`src/rtl/uart_tx_arbiter.sv`:
```
// Two-requester UART transmitter: round-robin grant of one byte per frame,
// 8N1 framing at CLK_DIV clock cycles per bit.
module uart_tx_arbiter #(
  parameter int unsigned CLK_DIV = 417
) (
  input  logic       CLK48MHZ,
  input  logic       RST_N,
  input  logic       EN,
  input  logic       REQ0_VALID,
  input  logic [7:0] REQ0_DATA,
  output logic       REQ0_READY,
  input  logic       REQ1_VALID,
  input  logic [7:0] REQ1_DATA,
  output logic       REQ1_READY,
  output logic       TXD,
  output logic       BUSY,
  output logic       GNT_ID
);

  typedef enum logic [1:0] {StIdle, StStart, StData, StStop} state_e;

  localparam logic [15:0] BaudMax = 16'(CLK_DIV - 1);

  state_e      state_q, state_d;
  logic [15:0] baud_q, baud_d;
  logic [2:0]  bit_q, bit_d;
  logic [7:0]  shift_q, shift_d;
  logic        txd_q, txd_d;
  logic        gnt_q, gnt_d;

  logic winner;
  logic xfer;
  logic bit_done;

  assign bit_done = (baud_q == BaudMax);

  // Both valid: hand the frame to whoever did not own the last one.
  always_comb begin
    winner = REQ1_VALID;
    if (REQ0_VALID && REQ1_VALID) begin
      winner = ~gnt_q;
    end
  end

  assign xfer = REQ0_READY | REQ1_READY;

  // State register
  always_ff @(posedge CLK48MHZ or negedge RST_N) begin
    if (!RST_N) begin
      state_q <= StIdle;
    end else begin
      state_q <= state_d;
    end
  end

  // Next-state logic
  always_comb begin
    state_d = state_q;
    unique case (state_q)
      StIdle:  if (xfer) state_d = StStart;
      StStart: if (bit_done) state_d = StData;
      StData:  if (bit_done && (bit_q == 3'd7)) state_d = StStop;
      StStop:  if (bit_done) state_d = StIdle;
      default: state_d = StIdle;
    endcase
  end

  // Outputs; READY is suppressed while reset is held.
  always_comb begin
    REQ0_READY = 1'b0;
    REQ1_READY = 1'b0;
    if (RST_N && EN && (state_q == StIdle)) begin
      REQ0_READY = REQ0_VALID && !winner;
      REQ1_READY = REQ1_VALID && winner;
    end
  end

  assign BUSY   = (state_q != StIdle);
  assign TXD    = txd_q;
  assign GNT_ID = gnt_q;

  // Datapath next-state: the line level for the next cycle is decided here so TXD is a flop.
  always_comb begin
    baud_d  = baud_q + 16'd1;
    bit_d   = bit_q;
    shift_d = shift_q;
    txd_d   = txd_q;
    gnt_d   = gnt_q;
    if ((state_q == StIdle) || bit_done) begin
      baud_d = 16'd0;
    end
    unique case (state_q)
      StIdle: begin
        txd_d = 1'b1;
        if (xfer) begin
          shift_d = winner ? REQ1_DATA : REQ0_DATA;
          gnt_d   = winner;
          bit_d   = 3'd0;
          txd_d   = 1'b0;
        end
      end
      StStart: begin
        if (bit_done) txd_d = shift_q[0];
      end
      StData: begin
        if (bit_done) begin
          shift_d = {1'b0, shift_q[7:1]};
          bit_d   = bit_q + 3'd1;
          txd_d   = (bit_q == 3'd7) ? 1'b1 : shift_q[1];
        end
      end
      StStop: begin
        txd_d = 1'b1;
      end
      default: txd_d = 1'b1;
    endcase
  end

  always_ff @(posedge CLK48MHZ or negedge RST_N) begin
    if (!RST_N) begin
      baud_q  <= 16'd0;
      bit_q   <= 3'd0;
      shift_q <= 8'd0;
      txd_q   <= 1'b1;
      gnt_q   <= 1'b1;
    end else begin
      baud_q  <= baud_d;
      bit_q   <= bit_d;
      shift_q <= shift_d;
      txd_q   <= txd_d;
      gnt_q   <= gnt_d;
    end
  end

endmodule

```
`config.mk`:
```
export PLATFORM = sky130hd
export DESIGN_NAME = uart_tx_arbiter
export DESIGN_NICKNAME = d
export VERILOG_FILES = /design/src/rtl/uart_tx_arbiter.sv
export SDC_FILE = /design/constraint.sdc
export NUM_CORES = 1
export LEC_CHECK = 0
export ABC_AREA = 1
export CORE_MARGIN = 2
export CORE_UTILIZATION = 56
export CTS_CLUSTER_DIAMETER = 100
export DETAILED_ROUTE_END_ITERATION = 8
export GPL_TIMING_DRIVEN = 0
export PLACE_DENSITY = 0.91
export SLEW_MARGIN = 15
export SYNTH_ARGS = -nofsm -noshare
export SYNTH_HDL_FRONTEND = slang
export SYNTH_SLANG_ARGS = --single-unit
```
`constraint.sdc`:
```
create_clock -name CLK48MHZ -period 3 [get_ports CLK48MHZ]
set_clock_uncertainty 0.15 [all_clocks]
set_input_delay 0.45 -clock CLK48MHZ [delete_from_list [all_inputs] [get_ports CLK48MHZ]]
set_output_delay 0.45 -clock CLK48MHZ [all_outputs]
set_load 0.05 [all_outputs]
```
==> results of run 1 <==
[flip-flops by register name, summed over array words and instances, names as in the netlist]
register / flops
baud_q: 16
bit_q: 3
shift_q: 8
TXD: 1
state_q: 2
GNT_ID: 1
[worst max-delay path: cells and delay by family]
kind                   cells  cell delay, ns
buffers and inverters      4            1.52
AND/OR/NAND/NOR            3            0.33
[logic make-up after synthesis]
group,after synthesis,synth area share (%)
AND/OR/NAND/NOR,187,43.3
buffers and inverters,46,10.6
flip-flops,31,37.3
AO/OA/AOI/OAI,9,2.16
adder cells (fa/ha/maj),9,5.40
XOR/XNOR,3,1.26
[final cells by class]
type	count	area [um^2]	share of cell area, %
Buffer	7	72.6	2.85
Clock buffer	6	82.6	3.25
Clock inverter	2	35.0	1.38
Inverter	39	149	5.85
Multi-Input combinational cell	208	1090	42.7
Sequential cell	31	778	30.6
Tap cell	48	60.1	2.36
Timing Repair Buffer	27	280	11.0
[path summary, 6_finish.rpt]
path                            startpoint         end  slack, ns  cells after the start
worst max-delay path                 RST_N  REQ1_READY        0.1                      7
worst min-delay path                GNT_ID      GNT_ID       0.32                      2
worst max register to register  state_q[0]  shift_q[2]       1.11                     11
min in group asynchronous            RST_N   baud_q[6]       0.54                      3
max in group asynchronous            RST_N   baud_q[8]       2.00                      3
worst min register to register      GNT_ID      GNT_ID       0.32                      2
[per-stage QoR]
step           hold slack, ns  instance area, um^2  instances  setup slack, ns  utilization, %
5_1_grt                 0.355                 2540        368           0.0224            70.0
3_5_place_dp            0.308                 2390        358          -0.0722            65.8
4_1_cts                 0.325                 2540        368           0.0255            69.9
3_3_place_gp            0.306                 2400        358            -1.10            65.9
6_report                0.324                 2540        368           0.0957            70.0
2_1_floorplan         0.00441                 2090        285            0.662               -
[metal layers]
metal  wire length, um  part of all wire [%]
met1              1740                    40
met2              2300                    53
met3               250                   5.8
met4                51                   1.2
met5                 0                     0
[what timing repair did]
item | 4_1_cts | 5_1_grt
gates cloned | 0 | 0
resized for setup | 1 | 1
setup endpoints to repair | 1 | 1
hold buffers | 2 | 0
hold endpoints to repair | 29 | 0
[power by group]
group          internal, uW  leakage (uW)  switching, uW
registers               541      0.000407           84.2
logic                   398      0.000854            661
clock network           269     0.0000612            164
[cell usage in the layout (no fill, tap or decap), types with 3 or more instances in the layout]
| cell type | synthesis | layout |
|---|---|---|
| nor3b_1 | 4 | 4 |
| nand3_1 | 17 | 17 |
| nand2_1 | 93 | 93 |
| o21ai_0 | 4 | 4 |
| nand2_2 | 3 | 3 |
| clkbuf_8 | 1 | 7 |
| ha_1 | 9 | 9 |
| a21oi_1 | 4 | 4 |
| dfrtp_1 | 29 | 29 |
| clkdlybuf4s50_1 | 0 | 23 |
| nor3_1 | 7 | 7 |
| inv_2 | 3 | 3 |
| nor2_1 | 37 | 37 |
| nand3_2 | 13 | 13 |
| inv_1 | 35 | 35 |
| nand4_1 | 5 | 5 |
==> flow_summary.ini, run 1 <==
[floorplanning]
die-area_um2 = 4230
fp.dieW_um = 65.0
dieHeight_um = 65.0
initial_core_util_pct = 57.4
ios = 26
rows = 22
coreArea_um2 = 3630

[global_route]
antenna_found_initial = 0
grt_max_degree = 30
grt-busiest-layer = met2
grt_pass1_vias = 1858
grt_pass1_wl_mm = 7.85
use_met3_pct = 6.08
track_usage_pct = 24.1
met2_usage_pct = 43.4
overflow = 0
grtUsageMet1_pct = 27.6

[setup_path]
cpPeakStageDelay_ns = 0.79
start_kind = input pin
crit_chain = dlygate4sd3_1 > buf_4 > nand2_1 > nor2_8 > nand2_4 > inv_1 > clkdlybuf4s50_1
required_ns = 2.40
critPathKind = input pin to output pin
worstPathArrival_ns = 2.30
crit_slowest_cell = clkdlybuf4s50_1
critPathMaxFanout = 4
cp-end-kind = output pin

[pwr]
vdd_drop_max_mv = 0.623
total_power_uw = 2120
powerDensity_nw_per_um2 = 833
p_leak_uw = 0.00132

[clocking]
clk_pin_slew_ns = 0.07
max-clock-path-buffers = 2
root_buffer = clkbuf_8
clk_latency_ns = 0.29
cts_tree = done
h-tree-depth = 2
clock_sinks = 31
numCtsBuffers = 5
cts_setup_buffers = 0

[layout]
fillers = 319
fin_nets = 349
layout-drive-gt1-share_pct = 14.4
antenna_cells = 0
area.growth.synth_to_final_pct = 22.0

[sta]
setup_violations = 0
worstMarginPinSlew_ns = 0.511
finalCritPeriodShare_pct = 96.8
fmax_mhz = 344
period_needed_ns = 2.90
finalSetupTns_ns = 0
rsz0062_at_grt = false
finalMaxSlewViolations = 0
slew_headroom_pct = 65.9
hold_viol_final = 0

[synth]
synth_top_area_share_pct = 34.8
netlist_instances = 285
async_flop_share_pct = 100
seq_area_frac_synth_pct = 37.3
synth-edff-count = 0
synth-seq-cells = 31
synth_top_cells_by_count = nand2_1 (93), nor2_1 (37), inv_1 (35)
syn_area_per_cell_um2 = 7.32
ys_top_cells_by_area = dfrtp_1 (35%), nand2_1 (17%), nor2_1 (6.7%)
synth_top_area_cell = dfrtp_1
synth.net_count = 315
synth_area_um2 = 2090
synthDistinctLibCells = 31
yosysWarnings = 0
post-synth-top-count-cell = nand2_1
synth_flop_cell = dfrtp_1

[route]
via_count = 1863
drc = 0
wl_per_cell_um = 11.8
vias_per_cell = 5.06
first_pass_iters = 4
wl_mm = 4.34
drt_iter0_markers = 133
antenna_left = 0

[job]
cap_violations = 0

[placed_design]
io_buffers = 25
dp_hpwl_mm = 3.10
gp_congestion = 0.799

[hold_path]
min_path_type = flop to flop

[run_status]
outcome = finished clean
Power figures use the tool's default switching activity.
==> run 2, diff against run 1 <==
- SKIP_CTS_REPAIR_TIMING: not set -> 1
- SLEW_MARGIN: 15 -> not set
==> run 2 against run 1 <==
Combinational power about the same. Final area stayed put. Global-route usage decreased by 0.67 points. Power about the same. Sequential share of layout area stayed put. Register-to-register slack about the same.
==> flow_summary.ini, run 2 (synthesized netlist as in run 1, its figures left out) <==
[placed_design]
dp_cells = 358
place_area_um2 = 2390
place_ws_ns = -0.0722
io_buffers = 25
dp_hpwl_mm = 3.10
gp_congestion = 0.799

[sta]
finalSetupTns_ns = 0
period_needed_ns = 2.82
hold_viol_final = 0
worstMarginPinSlew_ns = 0.511
finalMaxSlewViolations = 0
fmax_mhz = 355
rsz0062_at_grt = false
finalCritPeriodShare_pct = 94.0
setup_violations = 0
final.setup.worst_slack_ns = 0.181
slew_headroom_pct = 65.9

[pwr]
powerDensity_nw_per_um2 = 833
vdd_drop_max_mv = 0.623
p_leak_uw = 0.00132
total_power_uw = 2120

[floorplanning]
fp.dieW_um = 65.0
ios = 26
coreArea_um2 = 3630
rows = 22
initial_core_util_pct = 57.4
dieHeight_um = 65.0
die-area_um2 = 4230

[route]
wl_mm = 4.35
antenna_left = 0
drt_iter0_markers = 135
first_pass_iters = 4
vias_per_cell = 5.00
wl_per_cell_um = 11.8
drc = 0
via_count = 1841

[setup_path]
cp_num_buf_inv = 4
crit_slowest_cell = clkdlybuf4s50_1
start_kind = flop
cp_top_family = buffers and inverters
crit_chain = inv_1 > ha_1 > inv_2 > nor2_8 > nand2_4 > inv_1 > clkdlybuf4s50_1
cp_common_cell = inv_1
worstPathArrival_ns = 2.22
critPathKind = flop to output pin
critPathMaxFanout = 5
cpPeakStageDelay_ns = 0.79
cp-end-kind = output pin
required_ns = 2.40

[global_route]
overflow = 0
antenna_found_initial = 0
grt_max_degree = 33
grt_pass1_vias = 1845
grt_pass1_wl_mm = 7.67
track_usage_pct = 23.4

[layout]
largest_reg_flops = 16
area.growth.synth_to_final_pct = 22.0
fin_nets = 349
fillers = 314
seq_area_um2 = 778
antenna_cells = 0
largest_register = baud_q
final_common_cell = nand2_1
multi_input_area_um2 = 1090
layout-drive-gt1-share_pct = 14.4
final_cell_area_um2 = 2540
reg.largest.list = baud_q: 16 flops, shift_q: 8 flops, bit_q: 3 flops
layout_common_cells = nand2_1 (93), nor2_1 (37), inv_1 (35)
stdcell_count = 368

[clocking]
max-clock-path-buffers = 2
clk_latency_ns = 0.29
clock_sinks = 31
numCtsBuffers = 5
cts_tree = done
h-tree-depth = 2
root_buffer = clkbuf_8
clk_pin_slew_ns = 0.07

[hold_path]
min_path_type = input pin to async pin

[run_status]
outcome = finished clean

[job]
cap_violations = 0
## run 2: cell count changes in the layout (fill, tap and decap cells not counted)
cell / change
buf_4: -1
clkbuf_4: +1
## run 2: stage by stage
stage               hold slack, ns  util (%)
floorplan                  0.00441         -
global placement             0.306      65.9
detailed placement           0.308      65.8
CTS                         0.0708      69.0
global route                0.0104      70.0
finish                      0.0199      70.0
## run 2: power by group
group / total, uW / internal, uW / switching, uW
Clock: 434 / 269 / 165
Sequential: 626 / 541 / 84.4
Combinational: 1060 / 398 / 662
Total: 2120 / 1210 / 912
## run 2: worst register-to-register path: stages (launching register included)
cell,delay (ns)
dfrtp_1,0.41
inv_1,0.11
ha_1,0.24
inv_2,0.16
nor2_8,0.07
nand2_2,0.09
nand3_2,0.15
nand2_2,0.09
inv_2,0.05
buf_12,0.14
nand3_2,0.06
nand2_1,0.06
## run 2: layer usage
| layer | global-route usage, % | wire [um] | up-vias |
|---|---|---|---|
| met5 | 0 | 0 | - |
| met4 | 8.33 | 56 | 0 |
| met3 | 6.08 | 182 | 5 |
| met2 | 42.4 | 2280 | 43 |
| met1 | 26.5 | 1840 | 844 |
| li1 | - | - | 949 |
## run 2: final timing paths
path / startpoint / endpoint / slack, ns / depth (start not counted)
max: state_q[0] / REQ1_READY / 0.18 / 7
min reg2reg: GNT_ID / GNT_ID / 0.32 / 2
max reg2reg: state_q[0] / shift_q[2] / 1.11 / 11
min: RST_N / state_q[1] / 0.02 / 2
min in group CLK48MHZ: GNT_ID / GNT_ID / 0.32 / 2
max in group asynchronous: RST_N / baud_q[4] / 1.98 / 2
## run 2: cell type report
| class | count | share of cell area, % |
|---|---|---|
| Buffer | 7 | 2.85 |
| Clock buffer | 6 | 3.25 |
| Clock inverter | 2 | 1.38 |
| Inverter | 39 | 5.85 |
| Multi-Input combinational cell | 208 | 42.7 |
| Sequential cell | 31 | 30.6 |
| Tap cell | 48 | 2.36 |
| Timing Repair Buffer | 27 | 11.0 |
==> run 3, diff against run 2 <==
- SKIP_LAST_GASP: not set -> 1
==> results of run 3 <==
The final DEF is identical to that of run 2; final timing and power are the same.
